==> config.mk <==
export PLATFORM = sky130hd
export DESIGN_NAME = multicycle_sequencer
export DESIGN_NICKNAME = d
export VERILOG_FILES = /design/src/rtl/multicycle_sequencer_pkg.sv /design/src/rtl/mem_wait_timer.sv /design/src/rtl/multicycle_sequencer.sv
export SDC_FILE = /design/constraint.sdc
export NUM_CORES = 1
export LEC_CHECK = 0
export CAP_MARGIN = 25
export CORE_ASPECT_RATIO = 0.5
export CORE_MARGIN = 4
export CORE_UTILIZATION = 30
export CTS_BUF_LIST = sky130_fd_sc_hd__clkbuf_8 sky130_fd_sc_hd__clkbuf_16
export CTS_CLUSTER_SIZE = 8
export DETAILED_ROUTE_END_ITERATION = 10
export HOLD_SLACK_MARGIN = 0.06
export MAX_ROUTING_LAYER = met4
export SLEW_MARGIN = 20
export SYNTH_ARGS = -nofsm -noshare
export SYNTH_HDL_FRONTEND = slang
export SYNTH_SLANG_ARGS = --single-unit
export TNS_END_PERCENT = 20
==> constraint.sdc <==
create_clock -name clk -period 6.15 [get_ports clk]
set_input_delay 1.23 -clock clk [delete_from_list [all_inputs] [get_ports clk]]
set_output_delay 1.23 -clock clk [all_outputs]
set_load 0.005 [all_outputs]
==> src/rtl/multicycle_sequencer_pkg.sv <==
// rtl/multicycle_sequencer_pkg.sv - state encodings, halt codes and instruction-class type for the sequencer
package multicycle_sequencer_pkg;

    typedef enum logic [2:0] {
        ST_IDLE   = 3'd0,
        ST_FETCH  = 3'd1,
        ST_DECODE = 3'd2,
        ST_EXEC   = 3'd3,
        ST_MEM    = 3'd4,
        ST_WB     = 3'd5,
        ST_HALT   = 3'd6
    } state_t;

    localparam logic [1:0] HALT_NONE      = 2'd0;
    localparam logic [1:0] HALT_ILLEGAL   = 2'd1;
    localparam logic [1:0] HALT_FETCH_TMO = 2'd2;
    localparam logic [1:0] HALT_MEM_TMO   = 2'd3;

    typedef struct packed {
        logic branch;
        logic load;
        logic store;
        logic alur;
        logic aluimm;
    } iclass_t;

    // A decoded instruction is usable only when exactly one class flag is set.
    function automatic logic class_is_legal(input iclass_t c);
        return $countones(c) == 1;
    endfunction

endpackage

==> src/rtl/mem_wait_timer.sv <==
// rtl/mem_wait_timer.sv - counts stalled memory-request cycles and flags the timeout limit
// Ports:
//   clk, rst  clock and synchronous active-high reset
//   clear     restart the count (no request pending or request completing)
//   count     one more cycle of request without ready
//   expired   count has reached MEM_TIMEOUT-1
module mem_wait_timer #(
    parameter int MEM_TIMEOUT = 16
) (
    input  logic clk,
    input  logic rst,
    input  logic clear,
    input  logic count,
    output logic expired
);

    localparam int W = $clog2(MEM_TIMEOUT);
    localparam logic [W-1:0] LAST = W'(MEM_TIMEOUT - 1);

    logic [W-1:0] wait_cnt;

    // Saturates at LAST so the counter can never wrap back to a "fresh" value.
    always_ff @(posedge clk) begin
        if (rst || clear) begin
            wait_cnt <= '0;
        end else if (count && (wait_cnt != LAST)) begin
            wait_cnt <= wait_cnt + 1'b1;
        end
    end

    assign expired = (wait_cnt == LAST);

endmodule

==> src/rtl/multicycle_sequencer.sv <==
// rtl/multicycle_sequencer.sv - multicycle FETCH/DECODE/EXEC/MEM/WB control FSM for the R/I/J CPU
// Ports:
//   clk, rst                 clock, synchronous active-high reset
//   run                      execute when 1, pause at next instruction boundary when 0
//   is_branch..is_aluimm     instruction class flags (sampled in DECODE)
//   br_taken                 branch condition (used in EXEC)
//   mem_rdy / mem_req        memory handshake; mem_we, addr_src qualify the request
//   ir_write..alu_imm        datapath strobes and selects
//   busy, halted, halt_code  status; instr_count counts retired instructions
module multicycle_sequencer
    import multicycle_sequencer_pkg::*;
#(
    parameter int MEM_TIMEOUT = 16,
    parameter int CNT_W       = 32
) (
    input  logic             clk,
    input  logic             rst,
    input  logic             run,
    input  logic             is_branch,
    input  logic             is_load,
    input  logic             is_store,
    input  logic             is_alur,
    input  logic             is_aluimm,
    input  logic             br_taken,
    input  logic             mem_rdy,
    output logic             mem_req,
    output logic             mem_we,
    output logic             addr_src,
    output logic             ir_write,
    output logic             mdr_write,
    output logic             pc_write,
    output logic             pc_src,
    output logic             reg_write,
    output logic             wb_mem,
    output logic             dst_rd,
    output logic             alu_imm,
    output logic             busy,
    output logic             halted,
    output logic [1:0]       halt_code,
    output logic [CNT_W-1:0] instr_count
);

    state_t     state;
    state_t     state_next;
    state_t     boundary_next;
    iclass_t    cls;
    iclass_t    dec_cls;
    logic [1:0] halt_next;
    logic       retire;
    logic       tmo_expired;
    logic       in_req_state;

    assign dec_cls       = {is_branch, is_load, is_store, is_alur, is_aluimm};
    assign boundary_next = run ? ST_FETCH : ST_IDLE;
    assign in_req_state  = (state == ST_FETCH) || (state == ST_MEM);
    assign busy          = (state != ST_IDLE) && (state != ST_HALT);
    assign halted        = (state == ST_HALT);

    // A completing request also restarts the count, which covers the
    // direct MEM -> FETCH hop after a store.
    mem_wait_timer #(
        .MEM_TIMEOUT(MEM_TIMEOUT)
    ) u_wait_timer (
        .clk     (clk),
        .rst     (rst),
        .clear   (!in_req_state || mem_rdy),
        .count   (mem_req && !mem_rdy),
        .expired (tmo_expired)
    );

    always_ff @(posedge clk) begin
        if (rst) begin
            state       <= ST_IDLE;
            cls         <= '0;
            halt_code   <= HALT_NONE;
            instr_count <= '0;
        end else begin
            state <= state_next;
            if (state == ST_DECODE) begin
                cls <= dec_cls;
            end
            if ((state_next == ST_HALT) && (state != ST_HALT)) begin
                halt_code <= halt_next;
            end
            if (retire) begin
                instr_count <= instr_count + 1'b1;
            end
        end
    end

    always_comb begin
        state_next = state;
        halt_next  = HALT_NONE;
        retire     = 1'b0;
        mem_req    = 1'b0;
        mem_we     = 1'b0;
        addr_src   = 1'b0;
        ir_write   = 1'b0;
        mdr_write  = 1'b0;
        pc_write   = 1'b0;
        pc_src     = 1'b0;
        reg_write  = 1'b0;
        wb_mem     = 1'b0;
        dst_rd     = 1'b0;
        alu_imm    = 1'b0;

        case (state)
            ST_IDLE: begin
                if (run) begin
                    state_next = ST_FETCH;
                end
            end
            ST_FETCH: begin
                mem_req = 1'b1;
                // Completion on the last allowed cycle beats the timeout.
                if (mem_rdy) begin
                    ir_write   = 1'b1;
                    pc_write   = 1'b1;
                    state_next = ST_DECODE;
                end else if (tmo_expired) begin
                    halt_next  = HALT_FETCH_TMO;
                    state_next = ST_HALT;
                end
            end
            ST_DECODE: begin
                if (class_is_legal(dec_cls)) begin
                    state_next = ST_EXEC;
                end else begin
                    halt_next  = HALT_ILLEGAL;
                    state_next = ST_HALT;
                end
            end
            ST_EXEC: begin
                alu_imm = cls.aluimm || cls.load || cls.store;
                if (cls.branch) begin
                    pc_write   = br_taken;
                    pc_src     = 1'b1;
                    retire     = 1'b1;
                    state_next = boundary_next;
                end else if (cls.load || cls.store) begin
                    state_next = ST_MEM;
                end else begin
                    state_next = ST_WB;
                end
            end
            ST_MEM: begin
                mem_req  = 1'b1;
                addr_src = 1'b1;
                mem_we   = cls.store;
                if (mem_rdy) begin
                    if (cls.load) begin
                        mdr_write  = 1'b1;
                        state_next = ST_WB;
                    end else begin
                        retire     = 1'b1;
                        state_next = boundary_next;
                    end
                end else if (tmo_expired) begin
                    halt_next  = HALT_MEM_TMO;
                    state_next = ST_HALT;
                end
            end
            ST_WB: begin
                reg_write  = 1'b1;
                wb_mem     = cls.load;
                dst_rd     = cls.alur;
                retire     = 1'b1;
                state_next = boundary_next;
            end
            ST_HALT: begin
                state_next = ST_HALT;
            end
            default: begin
                state_next = ST_IDLE;
            end
        endcase
    end

endmodule
# Word-level counts from Yosys, hierarchy flattened
# Index checks and enable logic that the tools add are counted.
# Widths: inputs -> output; s select.
totals:
  ff_bits: 46
  inputBits: 10
  output_inout_bits: 47
classes:
  eq_ne: 11
  muxes: 35
  n_reduce_logical: 15
  addsub: 6
op_table:
  columns: ["operator", "count"]
  rows:
  - ["$add 32x1->32 const B", 1]
  - ["$mux 3", 7]
  - ["$pmux 3 s7", 1]
  - ["$mux 1", 20]
  - ["$eq 3x3->1 const B", 4]
  - ["$mux 2", 4]
  - ["$eq 3x2->1 const B", 2]
  - ["$logic_or 1x1->1", 6]
  - ["$pmux 2 s3", 1]
  - ["$add 1x1->2", 2]
  - ["$add 3x1->4", 1]
  - ["$add 4x1->4 const B", 1]
  - ["$eq 4x1->1 const B", 1]
  - ["$eq 4x4->1 const B", 1]
  - ["$logic_and 1x1->1", 4]
  - ["$ne 4x4->1 const B", 1]
  - ["$add 2x2->3", 1]
  - ["$eq 3x1->1 const B", 1]
  - ["$logic_not 3->1", 1]
  - ["$ne 3x3->1 const B", 1]
  - ["$pmux 1 s3", 1]
  - ["$reduce_bool 3->1", 1]
  - ["$logic_not 1->1", 2]
  - ["$pmux 1 s2", 1]
  - ["$reduce_or 2->1", 1]

# Depth between registers and ports, before layout
# Gate-level depths: netlist of run 1.
depth:
  word_depth: 8
  ltp_mapped: 10
  depth_no_buf: 10

# Cells and area by module
# From an unflattened synthesis of run 1, not the netlist that was laid out.
hier_totals:
  hier_cells: 278
  area_unflattened_um2: 2476.1
by_module_without_submodules:
  columns: ["mod", "n_inst", "seq_area_each_um2", "area_per_inst_um2", "cells_per_inst"]
  rows:
  - ["multicycle_sequencer", 1, 840.8, 2264.7, 256]
  - ["mem_wait_timer", 1, 80.1, 211.5, 22]

# Worst setup path after synthesis of run 1
# Ideal clock, no wire load.
synth_path:
  path_type: "input -> register"
  startpoint: "input port is_branch"
  endpoint: "register halt_code[1]"
  setup_slack_ns: 2.769
  t_required_ns: 6.035
  path_stages: 10
  n_path_buf: 0
  t_arrival_ns: 3.266
  path_cell_list: "inv_1 fa_1 inv_1 fa_1 ha_1 nor4b_1 a211oi_1 a211oi_1 a21oi_1 o21a_1"
synth_via:
  elab_chain_cells: 6
synth_rtl:
  columns: ["element", "line", "source"]
  rows:
  - ["from (decl)", "multicycle_sequencer.sv:19", "input logic is_branch,"]
  - ["$add 3x1->4 (not written as such)", "multicycle_sequencer_pkg.sv:29", "return $countones(c) == 1;"]
  - ["$eq 4x1->1", "multicycle_sequencer_pkg.sv:29", null]
  - ["$mux 3", "multicycle_sequencer.sv:126", "if (class_is_legal(dec_cls)) begin"]
  - ["$pmux 3 s7", "multicycle_sequencer.sv:107", "case (state)"]
  - ["$eq 3x3->1", "multicycle_sequencer.sv:82", "if ((state_next == ST_HALT) && (state != ST_HALT)) begin"]
  - ["$logic_and 1x1->1", "multicycle_sequencer.sv:82", null]
  - ["to (signal assigned)", "multicycle_sequencer.sv:83", "halt_code <= halt_next;"]
  - ["to (decl)", "multicycle_sequencer.sv:39", "output logic [1:0] halt_code,"]
# Every way passes these cells.
# A chain may end at the register's enable or synchronous reset.

# Worst setup path in the final report of run 1
# Same ends and word-level chain as after synthesis.

==> metrics, run 1 <==
Reg-to-Reg Start state[0]$_SDFF_PP0_; drc violations 0; Setup Crit Path Kind primary input to register; Skew-Pair Late Insertion Delay 0.28 ns; Buf/Inv on CP 3; die area 9350 um2; asr flop ratio synth 0; ys flop type dfxtp_1; Mapped Nets 294; outcome complete, no violations; post-synthesis cell type count 44; CTS Buf Count 5; Clk pin slew, worst setup/hold paths 0.06 ns; CTS tree built; CP startpoint kind primary input; most frequent cells in the layout 56 x clkdlybuf4s50_1, 46 x dfxtp_1, 37 x nor2_1; I/O pin cnt 57; clk_skew 0.00430 ns; reg-to-reg slack, setup 3.48 ns; Pleak 1.02 nW; most common cell after layout, fill and taps aside clkdlybuf4s50_1; Clock Sinks 46; DR vias 2127; Iter 0 DRT Violations 102; # fillers 739; synthesized flop and latch total 46; FMAX 0.261 GHz; met2 GRT Util 0.189; Worst EP arrival 4.01 ns; HPWL after DPL 4190 um; Max-Cap Viols 0; Pwr Density 212 nW/um2; post-CTS resize count 0; DRT Pass-1 Iters 4; GRT overflow 0; Initial Util 0.314; root buffer cell clkbuf_16; Critical Path RT 6.33 ns; HP Class register to register; area grow syn2layout 34.1%; Post-synth EDFFs 0; die height 70.4 um; Mapped Cells 279; row count 22; ant diodes 0; Synth Cell Area 2340 um2; Tcrit/Tclk final 0.624; RSZ-0062 raised after global routing no; Final Util 0.422; hold-fix buffers at CTS 0; GRT busiest layer met2; Fin Setup TNS 0 ns; Worst Hold Launch u_wait_timer.wait_cnt[1]$_SDFFE_PP0P_; GRT Total Usage 0.125; initial antenna violation count 0; met3 GRT Util 0.0345; die span in x 133 um; CP endpoint kind register; DRT antenna net count 0; sequential fraction of the synthesis area 0.394; Post-CTS Setup Repair Bufs 0; Largest delay share family, worst path adder cells; gpl congestion 0.853; peak supply drop 0.105 mV; Crit Path Max Fanout 2; max incr delay on CP 0.53 ns; met1 Usage GRT 0.167; Nets 344; CP startpoint is_branch; core area 7430 um2; Max transition margin 0.566; number of port buffers 56; largest net degree at the start of global routing 45; first-pass GRT wire length 9500 um; Finish-stage setup viols 0; final slew viol count 0; CTS max path bufs 2; Critical-path top delay cell fa_1; crit-path cells clkdlybuf4s50_1, inv_1, fa_1, inv_1, fa_1, ha_1, nor4b_1, a211oi_1, a211oi_1, a21oi_1, o21a_1; Detailed Route WL 5730 um; minimum clock period 3.84 ns; vias in the first global route 1930; layout cells sized above 1 0.0455; Synthesis Warnings 0; CTS HTree Levels 2; routed vias/inst 4.99; measured slew at the worst slew-check pin 0.649 ns; final hold violations 0; syn avg cell area 8.37 um2; drt wl/cell 13.4 um
==> cell type report <==
class | count | area, um2 | share of cell area
Multi-Input combinational cell | 208 | 1310 | 0.419
Sequential cell | 46 | 921 | 0.294
Timing Repair Buffer | 58 | 576 | 0.184
Clock buffer | 5 | 125 | 0.0399
Tap cell | 96 | 120 | 0.0383
Clock inverter | 3 | 40.0 | 0.0128
Inverter | 10 | 37.5 | 0.0120
==> final timing paths <==
kind,cells after the start,to
max,11,halt_code[1]$_SDFFE_PP0P_
min,2,u_wait_timer.wait_cnt[1]$_SDFFE_PP0P_
max reg2reg,6,instr_count[31]$_SDFFE_PP0P_
min reg2reg,2,u_wait_timer.wait_cnt[1]$_SDFFE_PP0P_
==> layer usage <==
metal  vias up  part of all wire
li1       1098                 -
met1       990              0.49
met2        35              0.46
met3         4             0.040
met4         0            0.0056
met5         -                 0
==> state kept, by name, summed over array words and instances (netlist names) <==
signal,count
halt_code,2
state,3
instr_count,32
cls,5
u_wait_timer.wait_cnt,4
==> synthesized netlist by cell type, drive strengths merged, types with 7 or more instances <==
cell type / instances / area, um2
dfxtp: 46 / 921
nor2: 37 / 139
xnor2: 22 / 193
a21oi: 17 / 85.1
nand2: 16 / 60.1
clkbuf: 12 / 46.3
nor3: 12 / 60.1
nand3: 11 / 55.1
inv: 10 / 37.5
o21ai: 10 / 50.1
or3: 10 / 67.6
and3: 7 / 43.8
nor4: 7 / 43.8
==> worst min-delay path, delay by kind of cell (launching register included) <==
kind | cells | cell delay [ns]
flip-flops | 1 | 0.33
AO/OA/AOI/OAI | 1 | 0.05
AND/OR/NAND/NOR | 1 | 0.06
==> stage by stage <==
step	setup slack [ns]	power, W	std cells	hold slack (ns)	instance area (um2)
global placement	2.13	0.000370	418	0.460	2970
detailed placement	2.08	0.000371	418	0.473	2970
global route	2.14	0.000693	426	0.515	3130
CTS	2.32	0.000672	426	0.482	3130
finish	2.31	0.000663	426	0.479	3130
floorplan	2.77	0.000347	279	0.449	2340
==> kinds of logic (layout without fill, tap and decap cells) <==
logic type | count (synthesis) | after routing | synth area share
AND/OR/NAND/NOR | 133 | 133 | 0.312
multiplexers | 4 | 4 | 0.0171
adder cells (fa/ha/maj) | 5 | 5 | 0.0332
AO/OA/AOI/OAI | 43 | 43 | 0.114
flip-flops | 46 | 46 | 0.394
XOR/XNOR | 23 | 23 | 0.0862
buffers and inverters | 25 | 76 | 0.0434
==> report_power, final <==
group	total [W]	leakage, nW	internal (W)	switching [W]
Clock	0.000299	0.0836	0.000190	0.000109
Combinational	0.0000545	0.565	0.0000270	0.0000275
Sequential	0.000310	0.371	0.000302	0.00000798
Note: power is estimated with default switching activity, not from simulation.
==> run 2: changes to the inputs <==
==> constraint.sdc (replaced) <==
create_clock -name clk -period 3.7 [get_ports clk]
set_input_delay 0.74 -clock clk [delete_from_list [all_inputs] [get_ports clk]]
set_output_delay 0.74 -clock clk [all_outputs]
set_load 0.005 [all_outputs]
==> run 2 against run 1 <==
Sequential power up 66%; sequential share of layout area up 0.17 points; first-iteration DRC count up 60%; clock skew about the same; critical endpoint unchanged; final area down 0.56%; highest routed layer unchanged; utilization down 0.24 points; hold slack worse by 0.0076 ns; clock-buffer cell count up 1; largest cell class unchanged; die area unchanged; global-route usage up 0.80 points.
==> metrics, run 2 (synthesized netlist as in run 1, its figures left out) <==
largest net degree at the start of global routing 45; drt wl/cell 13.7 um; hold-fix buffers at CTS 0; Clk pin slew, worst setup/hold paths 0.06 ns; FMAX 0.306 GHz; Hold Slack 0.472 ns; outcome complete, no violations; dpl ws 0.146 ns; Largest Register instr_count; Crit Path Max Fanout 2; gpl congestion 0.886; CTS HTree Levels 2; WP depth 11; WHS Endpoint u_wait_timer.wait_cnt[1]$_SDFFE_PP0P_; HP Class register to register; worst hold stages 2; Pwr Density 337 nW/um2; clock power share 0.424; Setup Crit Path Kind primary input to register; crit-path cells clkdlybuf4s50_1, inv_1, fa_1, inv_1, fa_1, ha_1, nor4b_1, a211oi_1, a211oi_1, a21oi_1, o21a_1; max incr delay on CP 0.53 ns; Sw Pwr 0.000239 W; core area 7430 um2; root buffer cell clkbuf_16; Max-Cap Viols 0; CTS Buf Count 5; row count 22; Finish-stage setup viols 0; Worst EP arrival 3.44 ns; most frequent cells in the layout 56 x clkdlybuf4s50_1, 46 x dfxtp_1, 37 x nor2_1; drc violations 0; internal power 0.000812 W; reg2reg end instr_count[31]$_SDFFE_PP0P_; # fillers 740; Skew-Pair Late Insertion Delay 0.28 ns; measured slew at the worst slew-check pin 0.666 ns; first-pass GRT wire length 10100 um; most common cell after layout, fill and taps aside clkdlybuf4s50_1; Largest delay share family, worst path adder cells; Critical-path top delay cell fa_1; CTS tree built; final hold violations 0; Flop pwr share 0.490; Gate power share 0.086; GRT overflow 0; Final WS setup 0.437 ns; reg-to-reg slack, setup 1.21 ns; RSZ-0062 raised after global routing no; die height 70.4 um; die span in x 133 um; Critical Path RT 3.88 ns; Clock Sinks 46; ant diodes 0; Nets 344; vias in the first global route 2074; Sw Ratio 0.228; I/O pin cnt 57; DR vias 2182; Post-CTS Setup Repair Bufs 0; Detailed Route WL 5860 um; minimum clock period 3.26 ns; post-CTS resize count 0; final slew viol count 0; DRT Pass-1 Iters 4; top flop regs instr_count x32, cls x5, u_wait_timer.wait_cnt x4; total power 0.00105 W; FF-to-FF path depth 5; Buf/Inv on CP 3; clk_skew 0.00473 ns; Fin Setup TNS 0 ns; Max transition margin 0.555; Pleak 1.01 nW; routed vias/inst 5.12; DRT antenna net count 0; Reg-to-Reg Start state[0]$_SDFF_PP0_; Iter 0 DRT Violations 163; max reg flops 32; layout cells sized above 1 0.0424; HPWL after DPL 4250 um; CTS max path bufs 2; die area 9350 um2; CP startpoint kind primary input; Initial Util 0.314; area grow syn2layout 33.4%; number of port buffers 56; Worst Hold Launch u_wait_timer.wait_cnt[1]$_SDFFE_PP0P_; initial antenna violation count 0; Tcrit/Tclk final 0.882; CP endpoint kind register; GRT Total Usage 0.133; peak supply drop 0.185 mV
## run 2: final cells by class
cell class                 instances  area (um2)  area share
sequential                        46         921       0.296
timing repair buffer              58         576       0.185
multi-input combinational        208        1310       0.422
tap                               96         120      0.0386
clock inverter                     2        8.76     0.00281
clock buffer                       6         139      0.0446
inverter                          10        37.5      0.0120
## run 2: how the worst max path moves through the flow
stage               startpoint                         to  slack, ns
finish               is_branch  halt_code[1]$_SDFFE_PP0P_       0.44
global route         is_branch  halt_code[1]$_SDFFE_PP0P_       0.22
CTS                  is_branch  halt_code[1]$_SDFFE_PP0P_       0.45
detailed placement   is_branch  halt_code[1]$_SDFFE_PP0P_       0.15
global placement     is_branch  halt_code[1]$_SDFFE_PP0P_       0.17
floorplan            is_branch  halt_code[1]$_SDFFE_PP0P_       0.81
## run 2: routing by layer
layer,vias to the layer above,global-route usage,share of wire
met5,-,-,0
met4,0,0.0311,0.0077
met3,7,0.0302,0.041
met2,55,0.211,0.46
met1,1030,0.173,0.49
li1,1090,-,-
## run 2: through the flow
step,instances,area [um2],util
5_1_grt,426,3120,0.419
6_report,426,3120,0.419
3_5_place_dp,418,2970,0.399
3_3_place_gp,418,2970,0.399
2_1_floorplan,279,2340,-
4_1_cts,426,3120,0.419
## run 2: power groups by stage
stage | Sequential (W) | Combinational, W | Clock, W
finish | 0.000515 | 0.0000902 | 0.000446
global placement | 0.000526 | 0.0000888 | 0
floorplan | 0.000517 | 0.0000609 | 0
CTS | 0.000515 | 0.0000908 | 0.000459
detailed placement | 0.000526 | 0.0000903 | 0
global route | 0.000516 | 0.000101 | 0.000484
## run 2: tightest hold or removal path, delay by kind of cell (launching register included)
| kind | cells | cell delay, ns |
|---|---|---|
| DFF | 1 | 0.32 |
| AOI/OAI and AO/OA | 1 | 0.05 |
| and+or+nand+nor | 1 | 0.06 |
==> run 3: changes to the inputs <==
--- a/config.mk
+++ b/config.mk
@@ -6,6 +6,8 @@
 export NUM_CORES = 1
 export LEC_CHECK = 0
 export CAP_MARGIN = 25
+export CELL_PAD_IN_SITES_DETAIL_PLACEMENT = 1
+export CELL_PAD_IN_SITES_GLOBAL_PLACEMENT = 1
 export CORE_ASPECT_RATIO = 0.5
 export CORE_MARGIN = 4
 export CORE_UTILIZATION = 30
@@ -14,6 +16,7 @@
 export DETAILED_ROUTE_END_ITERATION = 10
 export HOLD_SLACK_MARGIN = 0.06
 export MAX_ROUTING_LAYER = met4
+export PLACE_DENSITY_LB_ADDON = 0.1
 export SLEW_MARGIN = 20
 export SYNTH_ARGS = -nofsm -noshare
 export SYNTH_HDL_FRONTEND = slang
==> run 3 against run 2 <==
Clock skew grew 0.0014 ns; sequential power about the same; combinational power is 2% higher; hold slack improved by 0.013 ns; final cell count is the same; critical path depth stayed put; flip-flop and latch count unchanged; non-clock buffer count unchanged; largest power group unchanged; highest routed layer unchanged.
==> metrics, run 3 (synthesized netlist as in run 1, its figures left out) <==
outcome complete, no violations; Max transition margin 0.512; measured slew at the worst slew-check pin 0.730 ns; Nets 344; Pwr Density 336 nW/um2; CTS Buf Count 5; top flop regs instr_count x32, cls x5, u_wait_timer.wait_cnt x4; drc violations 0; HP Class register to register; Setup Crit Path Kind primary input to register; layout cells sized above 1 0.0424; CP startpoint kind primary input; I/O pin cnt 57; placed cell areas 2970 um2; multi-input logic area 1310 um2; routed vias/inst 5.11; fin area 3110 um2; uppermost routed layer met4; die span in x 133 um; minimum clock period 3.27 ns; CP endpoint kind register; Max-Cap Viols 0; Largest Register instr_count; hold-fix buffers at CTS 0; CTS tree built; Pleak 1.01 nW; post-CTS resize count 0; max reg flops 32; met3 wire length 194 um; DRT antenna net count 0; Initial Util 0.314; ant diodes 0; DRT Pass-1 Iters 4; Hold Slack 0.485 ns; CTS HTree Levels 2; HPWL after DPL 4830 um; crit-path cells clkdlybuf4s50_1, inv_1, fa_1, inv_1, fa_1, ha_1, nor4b_1, a211oi_1, a211oi_1, a21oi_1, o21a_1; area grow syn2layout 33.2%; root buffer cell clkbuf_16; Finish-stage setup viols 0; largest net degree at the start of global routing 33; initial antenna violation count 0; max incr delay on CP 0.52 ns; number of port buffers 56; die area 9350 um2; core area 7430 um2; die height 70.4 um; FF-to-FF path depth 5; Worst EP arrival 3.44 ns; register area 921 um2; final slew viol count 0; RSZ-0062 raised after global routing no; Skew-Pair Late Insertion Delay 0.29 ns; vias in the first global route 2203; Critical Path RT 3.88 ns; Clock Sinks 46; GRT Total Usage 0.150; Iter 0 DRT Violations 82; gpl congestion 0.742; total power 0.00104 W; peak supply drop 0.168 mV; DR vias 2176; met2 WL 3210 um; row count 22; clk_skew 0.00612 ns; first-pass GRT wire length 11200 um; Metal-1 WL 3220 um; Fin Setup TNS 0 ns; Clk pin slew, worst setup/hold paths 0.06 ns; final hold violations 0; CTS max path bufs 2; FMAX 0.306 GHz; GRT overflow 0; Detailed Route WL 6660 um; worst hold stages 1; most frequent cells in the layout 56 x clkdlybuf4s50_1, 46 x dfxtp_1, 37 x nor2_1; Critical-path top delay cell fa_1; Final Util 0.419; drt wl/cell 15.6 um; Tcrit/Tclk final 0.883; most common cell after layout, fill and taps aside clkdlybuf4s50_1; # fillers 872; Crit Path Max Fanout 2; Post-CTS Setup Repair Bufs 0
==> run 3: cell type report <==
| class | count | area share |
|---|---|---|
| multi-input cells | 208 | 0.422 |
| flip-flops and latches | 46 | 0.296 |
| clock buffers | 5 | 0.0402 |
| clock inverters | 3 | 0.00563 |
| repair buffers | 58 | 0.185 |
| well taps | 96 | 0.0386 |
| inverters | 10 | 0.0121 |
==> run 3: through the flow <==
step | setup WS, ns | std cells
5_1_grt | 0.211 | 426
4_1_cts | 0.437 | 426
2_1_floorplan | 0.809 | 279
6_report | 0.434 | 426
3_5_place_dp | 0.149 | 418
3_3_place_gp | 0.176 | 418
==> run 3: critical path: cells and delay by family <==
| kind | cells | cell delay [ns] |
|---|---|---|
| fa+ha+maj | 3 | 1.17 |
| compound gates | 4 | 0.66 |
| buf+inv | 3 | 0.59 |
| simple gates | 1 | 0.29 |
==> run 3: final timing paths <==
| check | startpoint | to | slack (ns) |
|---|---|---|---|
| worst max-delay path | is_branch | halt_code[1]$_SDFFE_PP0P_ | 0.43 |
| worst min-delay path | halt_code[1]$_SDFFE_PP0P_ | halt_code[1]$_SDFFE_PP0P_ | 0.48 |
| worst max register to register | state[0]$_SDFF_PP0_ | instr_count[31]$_SDFFE_PP0P_ | 1.25 |
| worst min register to register | halt_code[1]$_SDFFE_PP0P_ | halt_code[1]$_SDFFE_PP0P_ | 0.48 |
==> run 3: report_power, final <==
part / switching (W) / leakage, nW / total, W / internal [W]
logic: 0.0000469 / 0.565 / 0.0000918 / 0.0000449
clock network: 0.000190 / 0.0750 / 0.000438 / 0.000248
registers: 0.0000135 / 0.371 / 0.000515 / 0.000501
==> run 3: metal layers <==
layer	vias to the layer above	global-route usage
met5	-	-
li1	1081	-
met4	0	0.0253
met2	29	0.249
met3	4	0.0374
met1	1062	0.189
